==> src/rtl/div_core.sv <==
// div_core: iterative radix-2 restoring divider, one quotient bit per cycle.
// Computes quotient and remainder of A / B, signed or unsigned per operation,
// and packs them as {remainder, quotient} for a direct HI/LO write.
//
// Ports:
//   clk        system clock, all state on rising edge
//   resetn     synchronous active-low reset
//   A, B       dividend / divisor, sampled when start is accepted
//   start      request a new division; accepted in IDLE or DONE
//   sign       1 = two's complement operands, 0 = unsigned; sampled with start
//   result     {remainder, quotient}; held until the next accepted start
//   data_ready one-cycle pulse marking the first cycle result is valid
//   busy       high while iterating; start is ignored while high
module div_core #(
    parameter int DATA_W = 32
) (
    input  logic                  clk,
    input  logic                  resetn,
    input  logic [DATA_W-1:0]     A,
    input  logic [DATA_W-1:0]     B,
    input  logic                  start,
    input  logic                  sign,
    output logic [2*DATA_W-1:0]   result,
    output logic                  data_ready,
    output logic                  busy
);

    localparam int CNT_W = $clog2(DATA_W);

    typedef enum logic [1:0] {IDLE, CALC, DONE} state_t;

    state_t               state_reg;
    logic [DATA_W:0]      pr_reg;       // partial remainder, one guard bit
    logic [DATA_W-1:0]    q_reg;        // dividend magnitude shifting out, quotient shifting in
    logic [DATA_W-1:0]    b_mag_reg;
    logic [DATA_W-1:0]    a_raw_reg;    // raw dividend, returned as remainder on divide by zero
    logic                 neg_a_reg;
    logic                 neg_b_reg;
    logic                 b_zero_reg;
    logic [CNT_W-1:0]     count_reg;

    // Operand capture path
    logic                 neg_a_in;
    logic                 neg_b_in;
    logic [DATA_W-1:0]    a_mag_in;
    logic [DATA_W-1:0]    b_mag_in;

    // Iteration path
    logic [DATA_W:0]      pr_shift;
    logic [DATA_W-1:0]    q_shift;
    logic [DATA_W+1:0]    trial;
    logic [DATA_W:0]      pr_next;
    logic [DATA_W-1:0]    q_next;
    logic [DATA_W-1:0]    quo_fix;
    logic [DATA_W-1:0]    rem_fix;
    logic [2*DATA_W-1:0]  result_next;

    always_comb begin
        neg_a_in = sign & A[DATA_W-1];
        neg_b_in = sign & B[DATA_W-1];
        // Magnitudes are plain unsigned: negating 0x80..0 yields 0x80..0,
        // which is the correct magnitude when read as unsigned.
        a_mag_in = neg_a_in ? ({DATA_W{1'b0}} - A) : A;
        b_mag_in = neg_b_in ? ({DATA_W{1'b0}} - B) : B;
    end

    always_comb begin
        pr_shift = {pr_reg[DATA_W-1:0], q_reg[DATA_W-1]};
        q_shift  = {q_reg[DATA_W-2:0], 1'b0};
        // One extra bit so the borrow of the trial subtraction is visible.
        trial    = {1'b0, pr_shift} - {2'b00, b_mag_reg};
        pr_next  = pr_shift;
        q_next   = q_shift;
        if (!trial[DATA_W+1]) begin
            pr_next = trial[DATA_W:0];
            q_next  = q_shift | {{(DATA_W-1){1'b0}}, 1'b1};
        end
        // Quotient sign is the XOR of operand signs; remainder follows the dividend.
        quo_fix = (neg_a_reg ^ neg_b_reg) ? ({DATA_W{1'b0}} - q_next) : q_next;
        rem_fix = neg_a_reg ? ({DATA_W{1'b0}} - pr_next[DATA_W-1:0]) : pr_next[DATA_W-1:0];
        result_next = b_zero_reg ? {a_raw_reg, {DATA_W{1'b1}}} : {rem_fix, quo_fix};
    end

    always_ff @(posedge clk) begin
        if (!resetn) begin
            state_reg  <= IDLE;
            busy       <= 1'b0;
            data_ready <= 1'b0;
            result     <= '0;
            count_reg  <= '0;
            pr_reg     <= '0;
            q_reg      <= '0;
            b_mag_reg  <= '0;
            a_raw_reg  <= '0;
            neg_a_reg  <= 1'b0;
            neg_b_reg  <= 1'b0;
            b_zero_reg <= 1'b0;
        end else begin
            data_ready <= 1'b0;
            case (state_reg)
                IDLE, DONE: begin
                    // DONE accepts start too, allowing back-to-back divisions.
                    if (start) begin
                        pr_reg     <= '0;
                        q_reg      <= a_mag_in;
                        b_mag_reg  <= b_mag_in;
                        a_raw_reg  <= A;
                        neg_a_reg  <= neg_a_in;
                        neg_b_reg  <= neg_b_in;
                        b_zero_reg <= (B == '0);
                        count_reg  <= '0;
                        busy       <= 1'b1;
                        state_reg  <= CALC;
                    end else begin
                        state_reg  <= IDLE;
                    end
                end
                CALC: begin
                    pr_reg    <= pr_next;
                    q_reg     <= q_next;
                    count_reg <= count_reg + CNT_W'(1);
                    // The final iteration's outputs feed the fix-up directly,
                    // so result is registered on the same edge that enters DONE.
                    if (count_reg == CNT_W'(DATA_W - 1)) begin
                        result     <= result_next;
                        busy       <= 1'b0;
                        data_ready <= 1'b1;
                        state_reg  <= DONE;
                    end
                end
                default: begin
                    busy      <= 1'b0;
                    state_reg <= IDLE;
                end
            endcase
        end
    end

endmodule

==> config.mk <==
export PLATFORM = sky130hd
export DESIGN_NAME = div_core
export DESIGN_NICKNAME = d
export VERILOG_FILES = /design/src/rtl/div_core.sv
export SDC_FILE = /design/constraint.sdc
export NUM_CORES = 1
export LEC_CHECK = 0
export CAP_MARGIN = 10
export CORE_MARGIN = 5
export CORE_UTILIZATION = 58
export CTS_CLUSTER_SIZE = 16
export DETAILED_ROUTE_END_ITERATION = 16
export HOLD_SLACK_MARGIN = 0.12
export PLACE_DENSITY = 0.93
export SETUP_SLACK_MARGIN = 0.4
export SYNTH_ARGS = -nofsm -noshare
export SYNTH_HDL_FRONTEND = slang
export SYNTH_SLANG_ARGS = --single-unit
==> constraint.sdc <==
create_clock -name clk -period 6.6 [get_ports clk]
set_clock_uncertainty 0.2 [all_clocks]
set_input_delay 1.65 -clock clk [delete_from_list [all_inputs] [get_ports clk]]
set_output_delay 1.65 -clock clk [all_outputs]
set_load 0.02 [all_outputs]
==> results by group <==
Synthesis
  • Post-synthesis mux area share: roughly 1.9%
  • Post-Syn Instances: ~1700
  • Sequential area share after synthesis: between 30% and 40%
  • Post-synth top flop: dfxtp_1
  • Asr flop ratio synth: 0%
  • Syn Area/Cell: around 7.7 um^2
  • Mapped Area: ~13000 um^2
  • Number of synthesized flops with an enable pin: 0
  • Synth Area in Simple Gates: a little over a fifth
  • XOR/XNOR share of the synthesized area: 8.064%
  • Syn Nets: 1810
  • Post-Synth Adder-Cell Area: about 3.8%
  • Synthesis Warnings: 0
  • Library cells used by synthesis: a little over 90
  • Largest family of logic cells by synthesized area: compound AO/OA/AOI/OAI gates
  • Synth Area in Compound Gates: 29.01%
  • Yosys reg bits: approximately 200

Die
  • Core ar.: 22500 um^2
  • Initial Util: about three fifths
  • Die width: between 150 and 200 um
  • Die H: around 160 um
  • IO Pins: roughly 130
  • Die area: about 26000 um^2
  • FP Rows: 55

Clocking
  • Clock Tree Root: clkbuf_16
  • Post-cts resize count: 0
  • Maximum clock path buffer count: 3
  • Num CTS Buffers: 23
  • Post-CTS setup buffer count: 0
  • Clock Sinks: 204
  • Clk slew on worst S/H paths: 0.06 ns
  • Post-CTS Hold Buffers: 0
  • H-tree depth: 1
  • CTS tree: done
  • Clock Latency Late Sink: between 0.5 and 0.6 ns

Drt
  • Final Routed Wirelength: 40.94 mm
  • DRT Pass-1 Iters: 6
  • Vias per cell: between 6 and 7
  • Via count: ~13000
  • # DRC: 0
  • Initial DRC count: 1199
  • Routed wire per std cell: slightly below 20 um
  • Antenna viol nets, final: 0

Layout
  • Most flop-heavy register: result
  • Max reg flops: 64
  • Inserted Diodes: 0
  • Synthesis-to-layout area growth: 16.71%
  • Nets: about 1900
  • Share of layout cells above drive strength 1: 5.727%

Placed design
  • Post-DP HPWL: 29.16 mm
  • PortBufs: between 100 and 150
  • Gpl congestion: 0.9585

Pwr
  • Power Density: 324.0 nW/um^2
  • NetSw: 2017 uW
  • Worst IR Drop VDD: about 0.00022 V
  • Pwr Total: between 4000 and 5000 uW
  • Switching Share: approximately 41%
  • Clock power share: 27.8%
  • Flop pwr share: between 20% and 30%
  • Combinational power share: around 44%
  • LEAKAGE: 0.006218 uW
  • Pint: approximately 3000 uW

Worst setup path
  • Reg2reg path depth: 16
  • Worst-path fanout max: 12
  • Setup CP Type: flip-flop to flip-flop
  • CP Data Required Time: slightly below 7 ns
  • Worst Setup End Kind: flip-flop
  • CP Data Arrival Time: between 5 and 6 ns
  • Nature of the critical path startpoint: flip-flop

STA
  • Total negative slack: 0 ns
  • Max Freq: ~190 MHz
  • Min Clock Period, post-route: approximately 5.4 ns
  • Slew of the pin with the lowest slew margin: 1.212 ns
  • Fin. max-slew vios: 0
  • Fin crit share: between 80% and 90%
  • Final-report hold violation count: 0
  • Count of final setup violators: 0
  • Max_slew headroom: 18.59%
  • Unrepaired setup endpoints after global routing: no

GRT
  • First-pass GRT wire length: between 60 and 70 mm
  • Grt total ovfl: 0
  • Antenna violations before repair: 1
  • Largest net degree at the start of global routing: about 110
  • Gr usage total: a little over 30%
  • Number of global-route vias before repair: 12830

Min path
  • Hold Crit Class: flip-flop to flip-flop
  • Hold Path Depth: 2

Job
  • Max-cap violation count: 0

Outcome
  • Status: completed
## stage by stage
step	utilization, %	setup WS (ns)	hold WS, ns	cell area [um^2]	cells
floorplan	-	1.669	0.2382	13140	1703
global placement	64.51	1.620	0.2526	14520	2024
detailed placement	64.51	1.494	0.2555	14520	2024
CTS	68.13	1.441	0.2640	15330	2065
global route	68.16	0.9260	0.2825	15340	2066
finish	68.16	1.247	0.2648	15340	2066
## cell families after synthesis
logic type | Yosys count
AO/OA/AOI/OAI | 552
XOR/XNOR | 121
adder cells (fa/ha/maj) | 39
buffers and inverters | 170
flip-flops | 204
multiplexers | 24
AND/OR/NAND/NOR | 593
## power groups by stage
| stage | Sequential [uW] | Combinational (uW) | Clock, uW |
|---|---|---|---|
| floorplan | 1370 | 1640 | 0 |
| finish | 1380 | 2210 | 1380 |
| global placement | 1400 | 2070 | 0 |
| detailed placement | 1400 | 2120 | 0 |
| global route | 1390 | 2410 | 1440 |
| CTS | 1380 | 2160 | 1390 |
## per-layer routing
metal | track usage [%] | wire, um | vias to the layer above
met5 | 0 | 12 | -
met4 | 10.91 | 1420 | 2
met3 | 6.107 | 3586 | 139
met2 | 51.98 | 19580 | 628
met1 | 38.03 | 16330 | 6282
li1 | - | - | 6265
## worst paths after layout
kind                               from                    endpoint  slack [ns]
max             pr_reg[15]$_SDFFE_PN0P_     result[54]$_SDFFE_PN0P_        1.25
min          a_raw_reg[28]$_SDFFE_PN0P_  a_raw_reg[28]$_SDFFE_PN0P_        0.26
max reg2reg     pr_reg[15]$_SDFFE_PN0P_     result[54]$_SDFFE_PN0P_        1.25
min reg2reg  a_raw_reg[28]$_SDFFE_PN0P_  a_raw_reg[28]$_SDFFE_PN0P_        0.26
## worst max-delay path, stage by stage (launching register included)
cell       delay (ns)
dfxtp_1          0.36
ha_1             0.48
a21oi_1          0.22
o21ai_0          0.15
a21oi_1          0.46
a31o_4           0.28
o21ai_4          0.11
o21ai_0          0.33
ha_1             0.31
nand3b_1         0.11
or4_1            0.45
a211oi_2         0.44
o2111ai_2        0.34
o31ai_1          0.47
xnor2_1          0.11
a221oi_1         0.32
nor2b_1          0.08
## area by class of cell
type | count | area, um^2
Clock buffer | 31 | 655.6
Fill cell | 1833 | 7164
Timing Repair Buffer | 147 | 1434
Multi-Input combinational cell | 1329 | 8423
Clock inverter | 10 | 158.9
Tap cell | 285 | 356.6
Inverter | 60 | 225.2
Sequential cell | 204 | 4085
## cells in the final DEF, fill, tap and decap left out, types with 10 or more instances in the layout
cell | Yosys | layout
o211a_1 | 44 | 44
clkbuf_16 | 0 | 23
a22oi_1 | 26 | 26
o21ai_0 | 102 | 102
a31oi_1 | 16 | 16
and3_1 | 15 | 15
o31ai_1 | 17 | 17
nor2_1 | 158 | 156
nand2_1 | 221 | 221
a221oi_1 | 23 | 23
o21a_1 | 10 | 10
nor2b_1 | 17 | 15
nand3_1 | 21 | 21
dfxtp_1 | 204 | 203
nor3_1 | 43 | 43
buf_4 | 0 | 15
o41ai_1 | 11 | 11
inv_1 | 59 | 59
or4_1 | 12 | 12
and2_1 | 15 | 14
xor2_1 | 52 | 52
a21boi_0 | 40 | 40
clkdlybuf4s50_1 | 0 | 132
xnor2_1 | 69 | 69
nor4_1 | 15 | 15
o211ai_1 | 24 | 24
a21o_1 | 11 | 11
or3_1 | 15 | 15
ha_1 | 38 | 38
mux2i_1 | 18 | 18
nand2b_1 | 12 | 11
nand4_1 | 12 | 12
a21oi_1 | 153 | 153
## synth_stat cells (all sizes together) (7+ instances only)
cell | number | area [um^2]
clkbuf | 86 | 325.3
o41ai | 11 | 96.34
nor2b | 17 | 106.4
a21boi | 41 | 307.8
o211a | 44 | 440.4
nor3b | 8 | 65.06
nor3 | 43 | 215.2
a211oi | 7 | 57.55
o21ai | 112 | 583.1
a221oi | 25 | 242.7
nand3b | 9 | 67.56
ha | 38 | 475.5
o211ai | 25 | 192.7
a31oi | 16 | 100.1
nand2 | 221 | 829.6
nand4 | 12 | 75.07
inv | 60 | 225.2
a22oi | 26 | 195.2
mux2i | 18 | 180.2
nor2 | 158 | 593.1
dfxtp | 204 | 4084
o311ai | 7 | 68.82
or4 | 12 | 90.09
a21oi | 159 | 818.3
o31ai | 19 | 161.4
o21a | 11 | 83.83
buf | 24 | 118.9
nand3 | 22 | 115.1
nand2b | 12 | 75.07
a21o | 11 | 82.58
and2 | 15 | 93.84
xnor2 | 69 | 604.3
nor4 | 17 | 118.9
and3 | 15 | 93.84
xor2 | 52 | 455.4
or3 | 16 | 105.1
Note: power is estimated with default switching activity, not from simulation.
